--- config.mk ---
export PLATFORM = sky130hd
export DESIGN_NAME = cpu_sequencer
export DESIGN_NICKNAME = d
export VERILOG_FILES = /design/src/rtl/cpu_sequencer.sv
export SDC_FILE = /design/constraint.sdc
export NUM_CORES = 1
export LEC_CHECK = 0
export CAP_MARGIN = 20
export CELL_PAD_IN_SITES_DETAIL_PLACEMENT = 1
export CELL_PAD_IN_SITES_GLOBAL_PLACEMENT = 1
export CORE_MARGIN = 3
export CORE_UTILIZATION = 27
export CTS_CLUSTER_DIAMETER = 60
export DETAILED_ROUTE_END_ITERATION = 10
export PLACE_DENSITY_LB_ADDON = 0.15
export SLEW_MARGIN = 20
export SYNTH_ARGS = -nofsm -noshare
export SYNTH_HDL_FRONTEND = slang
export SYNTH_SLANG_ARGS = --single-unit
export TNS_END_PERCENT = 5
--- constraint.sdc ---
create_clock -name clk -period 4.4 [get_ports clk]
set_input_delay 0.66 -clock clk [delete_from_list [all_inputs] [get_ports clk]]
set_output_delay 0.66 -clock clk [all_outputs]
set_load 0.03 [all_outputs]
--- src/rtl/cpu_sequencer.sv ---
// Eight-phase control sequencer for the basic 8-bit CPU: walks fetch/execute
// phases, decodes the IR opcode into datapath strobes, and owns halt/memory-wait stalls.
module cpu_sequencer #(
  parameter int PHASE_W = 3,
  parameter int OP_W    = 3
) (
  input  logic               clk,
  input  logic               rst,
  input  logic [OP_W-1:0]    opcode,
  input  logic               zero,
  input  logic               mem_ready,
  output logic               sel,
  output logic               rd,
  output logic               ld_ir,
  output logic               inc_pc,
  output logic               ld_pc,
  output logic               ld_ac,
  output logic               wr,
  output logic               data_e,
  output logic               halt,
  output logic [PHASE_W-1:0] phase
);

  typedef enum logic [PHASE_W-1:0] {
    INST_ADDR  = 3'd0,
    INST_FETCH = 3'd1,
    INST_LOAD  = 3'd2,
    IDLE       = 3'd3,
    OP_ADDR    = 3'd4,
    OP_FETCH   = 3'd5,
    ALU_OP     = 3'd6,
    STORE      = 3'd7
  } phase_e;

  typedef enum logic [OP_W-1:0] {
    OP_HLT = 3'd0,
    OP_SKZ = 3'd1,
    OP_ADD = 3'd2,
    OP_AND = 3'd3,
    OP_XOR = 3'd4,
    OP_LDA = 3'd5,
    OP_STO = 3'd6,
    OP_JMP = 3'd7
  } opcode_e;

  phase_e  phase_q, phase_d;
  logic    halted_q, halted_d;
  opcode_e op;
  logic    is_alu, is_sto, is_jmp, is_skz, is_hlt;

  // Only meaningful from phase 4 on; the IR is reloaded on the edge ending phase 2.
  assign op     = opcode_e'(opcode);
  assign is_alu = (op == OP_ADD) || (op == OP_AND) || (op == OP_XOR) || (op == OP_LDA);
  assign is_sto = (op == OP_STO);
  assign is_jmp = (op == OP_JMP);
  assign is_skz = (op == OP_SKZ);
  assign is_hlt = (op == OP_HLT);

  // NOTE: sequential state uses non-blocking assignments so every register samples
  // the pre-edge values of the others; blocking here would create order-dependent races.
  always_ff @(posedge clk) begin
    if (rst) begin
      phase_q  <= INST_ADDR;
      halted_q <= 1'b0;
    end else begin
      phase_q  <= phase_d;
      halted_q <= halted_d;
    end
  end

  // NOTE: every signal written here gets a default first; a path that leaves one
  // unassigned would infer a latch.
  always_comb begin
    phase_d  = phase_e'(phase_q + 1'b1);
    halted_d = halted_q;
    sel      = 1'b0;
    rd       = 1'b0;
    ld_ir    = 1'b0;
    inc_pc   = 1'b0;
    ld_pc    = 1'b0;
    ld_ac    = 1'b0;
    wr       = 1'b0;
    data_e   = 1'b0;
    halt     = 1'b0;

    if (halted_q) begin
      halt    = 1'b1;
      phase_d = phase_q;
    end else begin
      case (phase_q)
        INST_ADDR: sel = 1'b1;
        INST_FETCH: begin
          sel = 1'b1;
          rd  = 1'b1;
          if (!mem_ready) phase_d = phase_q;
        end
        INST_LOAD, IDLE: begin
          sel   = 1'b1;
          rd    = 1'b1;
          ld_ir = 1'b1;
        end
        OP_ADDR: begin
          inc_pc = 1'b1;
          // Halt freezes the phase here so a halted CPU reads back phase 4.
          if (is_hlt) begin
            halt     = 1'b1;
            halted_d = 1'b1;
            phase_d  = phase_q;
          end
        end
        OP_FETCH: begin
          rd = is_alu;
          if (is_alu && !mem_ready) phase_d = phase_q;
        end
        ALU_OP: begin
          rd     = is_alu;
          inc_pc = is_skz && zero;
          ld_pc  = is_jmp;
          data_e = is_sto;
        end
        STORE: begin
          rd     = is_alu;
          ld_ac  = is_alu;
          ld_pc  = is_jmp;
          wr     = is_sto;
          data_e = is_sto;
        end
        default: phase_d = INST_ADDR;
      endcase
    end
  end

  assign phase = phase_q;

endmodule

# Word level (Yosys, flattened, before mapping)
# Index checks and enable logic that the tools add are counted.
totals:
  ff_bits: 4
  output_inout_bits: 12
classes:
  addsub: 1
  eq_ne: 17
  n_mux: 23
  bitwise: 1
  reduce_logical: 14
ops:
  columns: ["cell", "count"]
  rows:
  - ["equality test 3 bit, second input constant", 8]
  - ["two-way mux 1 bit", 17]
  - ["equality test 3 x 2 -> 1 bit, second input constant", 4]
  - ["two-way mux 3 bit", 3]
  - ["one-hot mux 3 bit (3 select lines)", 1]
  - ["equality test 3 x 1 -> 1 bit, second input constant", 2]
  - ["logical NOT 3 bit", 2]
  - ["!= test 2 bit, second input constant", 3]
  - ["OR reduction 3 bit", 2]
  - ["one-hot mux 1 bit (2 select lines)", 2]
  - ["AND reduction 4 bit", 1]
  - ["OR reduction 2 bit", 2]
  - ["OR reduction 4 bit", 1]
  - ["adder 3 x 1 -> 3 bit, second input constant", 1]
  - ["logical OR 1 bit", 3]
  - ["logical AND 1 bit", 2]
  - ["logical NOT 1 bit", 1]
  - ["NOT 1 bit", 1]

# Depth between registers and ports, before layout
logic_depth:
  word_depth: 7
  mapped_depth: 5
  depth_no_buf: 5

# Worst setup path before layout
# No wires, ideal clock.
synth_path:
  path_type: "reg2out"
  startpoint: "reg phase_q[1] (netlist: phase[1])"
  endpoint: "out data_e"
  arrival_time_ns: 1.798
  path_slack_ns: 1.942
  path_stages_with_launch: 3
  n_path_buf: 0
  path_cell_list: "dfxtp_1 -> nand2b_1 -> nor4b_1"
synth_via:
  elab_chain_len: 4
synth_rtl:
  columns: ["element", "line_no", "rtl"]
  rows:
  - ["from (decl)", "46", "phase_e phase_q, phase_d;"]
  - ["from (signal assigned)", "66", "phase_q <= phase_d;"]
  - ["equality test 3 bit", "90", "case (phase_q)"]
  - ["OR reduction 2 bit (no source line) (*)", null, null]
  - ["two-way mux 1 bit (*)", "90", null]
  - ["two-way mux 1 bit (*)", "86", "if (halted_q) begin"]
  - ["to (decl)", "19", "output logic data_e,"]
# Every way passes the cells marked *; elsewhere a longest branch is shown, timed or not.

# Worst setup path after layout
layout_path:
  startpoint: "in opcode[1]"
  endpoint: "out inc_pc"
layout_via:
  elab_chain_len: 4
layout_rtl:
  columns: ["element", "line_no", "rtl"]
  rows:
  - ["from (decl)", "9", "input logic [OP_W-1:0] opcode,"]
  - ["equality test 3 x 1 -> 1 bit", "56", "assign is_skz = (op == OP_SKZ);"]
  - ["logical AND 1 bit", "117", "inc_pc = is_skz && zero;"]
  - ["one-hot mux 1 bit (2 select lines)", "90", null]
  - ["two-way mux 1 bit", "86", null]
  - ["to (decl)", "15", "output logic inc_pc,"]
# No other way between the ends.

==> summary.md <==
| Metric | Value |
|---|---|
| Top Ports | 19 |
| Worst-case clock skew | 0.00263 ns |
| Final ANT Viol Nets | 0 |
| Syn Nets | 55 |
| Synthesized cell area | 362 um^2 |
| Setup bufs post-CTS | 0 |
| Clock Latency Late Sink | 0.24 ns |
| Grt peak-use layer | met2 |
| Vias per cell | 4.75 |
| Starting DRT DRC Count | 1 |
| DRC viols | 0 |
| EDFF count, synth | 0 |
| Filler cells | 153 |
| Dpl ws | 1.44 ns |
| First-pass GRT wire length | 1760 um |
| H-Tree Depth | 1 |
| Synthesis-stage register bit count | 4 |
| CP startpoint kind | primary input |
| Share of layout cells above drive strength 1 | 7.94% |
| Drt pass-1 iters | 3 |
| Buffers on Ports | 18 |
| Yosys top cell by area | dfxtp_1 |
| Area growth syn-to-layout | 59.5% |
| CTS buffer count | 3 |
| Antenna cells | 0 |
| PwrDens | 368 nW/um^2 |
| Yosys warns | 0 |
| # setup viols final | 0 |
| Max IR drop VDD | 0.145 mV |
| Hold_buf cts | 0 |
| GRT met3 Usage | 1.29% |
| Post-synthesis cell type count | 18 |
| Crit path max-delay family | buffers and inverters |
| Simple-gate area share of the yosys netlist | 29.8% |
| Clock Sinks | 4 |
| Post-synthesis sequential area ratio | 22.1% |
| Main combinational cell family by area after synthesis | simple AND/OR/NAND/NOR gates |
| Ys flop type | dfxtp_1 |
| Resized Gates After CTS | 0 |
| HP Class | reg -> reg |
| RSZ-0062 raised after global routing | no |
| GRT overflow | 0 |
| Register clock-pin slew on the reported worst setup and hold paths | 0.04 ns |
| Share of the synthesized area in the top cell type | 22.1% |
| Core Box Area | 1190 um^2 |
| Initial antenna violation count | 0 |
| Gr usage total | 12.9% |
| Count leader, synth | nor2_1 |
| Maxcap violations | 0 |
| Worst-path cell chain | clkdlybuf4s50_1 > nor2_1 > a41oi_1 > nor3b_1 > clkdlybuf4s50_1 |
| Routability Congestion | 0.668 |
| Met1 Usage GRT | 15.9% |
| CTS tree | yes |
| Ranking of synthesized cells by area | dfxtp_1 (22%), ha_1 (17%), nand2b_1 (10%), nor2_1 (7.3%), a31oi_4 (5.9%) |
| Setup ws final | 1.44 ns |
| Root buf cell | clkbuf_4 |
| Nets@finish | 77 |
| Drt wl/cell | 12.3 um |
| Fin crit share | 67.2% |
| Grt met2 use | 19.8% |
| CP most frequent cell | clkdlybuf4s50_1 |
| Maximum fanout along the worst path | 3 |
| Design area | 577 um^2 |
| Placed cell area | 554 um^2 |
| LEAKAGE | 0.246 nW |
| CP bufs+invs | 2 |
| Relative slew slack | 76.0% |
| Final TNS setup | 0 ns |
| Multi-input gate area | 262 um^2 |
| Slew @ Worst Pin | 0.359 ns |
| Synth Area in Adders | 17.3% |
| CP max stage delay | 0.70 ns |
| Initial Util | 30.5% |
| Avg Inst Size Synth | 8.41 um^2 |
| Critical-path top delay cell | clkdlybuf4s50_1 |
| Final worst path period need | 2.96 ns |
| Die Span Y | 42.6 um |
| Vias in the first global route | 395 |
| Post-Synthesis Cells | 43 |
| Wirelength, routed | 947 um |
| Compound-Gate Fraction of Synth Area | 13.1% |
| XOR/XNOR Fraction of Synth Area | 2.42% |
| Fmax | 0.338 GHz |
| Die ar. | 1810 um^2 |
| Worst setup path class | in -> out |
| Synth cell count leaders | nor2_1 (7), nand2b_1 (6), ha_1 (5) |
| Status | complete, no violations |
| Largest net degree at the start of global routing | 12 |
| Slew Limit Fails | 0 |
| Final hold viol count | 0 |
| CP required | 3.74 ns |
| Sequential cell area | 80.1 um^2 |
| Multiplexer share of the synthesized area | 9.69% |
| Final Power | 0.212 mW |
| Site Rows | 12 |
| Buffers from clock root to sink, at most | 2 |
| Die W | 42.6 um |
| Critical Path AT | 2.30 ns |
| Asr flop ratio synth | 0% |
| Vias | 366 |
| DP Wirelength | 776 um |
| Critical path capture point type | primary output |
-- where the power goes --
group          internal [mW]  leakage [nW]  switching (mW)
registers             0.0422        0.0328          0.0114
logic                 0.0501         0.199          0.0609
clock network         0.0307        0.0138          0.0173
total                  0.123         0.246          0.0895
-- registers in the layout (all words and copies together) (netlist names) --
| register | cells |
|---|---|
| halted_q | 1 |
| phase | 3 |
-- layer usage --
metal / vias up / share of wire (%) / routed length, um
met2: 13 / 50 / 470
li1: 185 / - / -
met5: - / 0 / 0
met4: 0 / 2.9 / 27
met1: 164 / 43 / 411
met3: 4 / 4.0 / 38
-- final cells by class --
type | instances | share of cell area [%]
timing repair buffer | 18 | 31.2
inverter | 4 | 2.60
sequential | 4 | 13.9
multi-input combinational | 34 | 45.3
clock buffer | 3 | 3.90
tap | 14 | 3.04
-- tightest hold or removal path, stage by stage, from the launching register on --
cell and delay (ns):
dfxtp_1 0.37, nand2b_1 0.11, mux2i_1 0.06
-- final timing paths --
path / from / depth (start not counted) / end / slack (ns)
worst max-delay path: opcode[1] / 5 / inc_pc / 1.44
worst min-delay path: phase[1] / 2 / phase[1] / 0.59
worst max register to register: phase[0] / 5 / phase[0] / 2.71
worst min register to register: phase[1] / 2 / phase[1] / 0.59
-- cells by family (layout without fill, tap and decap cells) --
group	count (synthesis)	after routing
DFF	4	4
muxes	3	3
buffers and inverters	5	25
adders and majority gates	5	5
xor gates and xnor gates	1	1
and+or+nand+nor	21	21
AOI/OAI and AO/OA	4	4
-- layout by cell type, fill, tap and decap left out --
cell,netlist,layout
a211oi_1,1,1
mux2_4,1,1
clkbuf_4,0,3
a41o_1,1,1
xnor2_1,1,1
dfxtp_1,4,4
nor3_1,2,2
ha_1,5,5
nand2b_1,6,6
a41oi_1,1,1
inv_1,4,4
mux2i_1,2,2
nor4b_1,1,1
nor3b_1,1,1
nor2b_1,1,1
nand2_1,3,3
a31oi_4,1,1
nor2_1,7,7
clkdlybuf4s50_1,0,18
-- stage by stage --
stage                     hold WS, ns  utilization [%]  std cells
after floorplan                 0.656                -         43
after detailed placement        0.597             46.7         74
final                           0.592             48.6         77
after CTS                       0.605             48.6         77
after global placement          0.571             46.7         74
after global routing            0.661             48.6         77
Power figures use the tool's default switching activity.
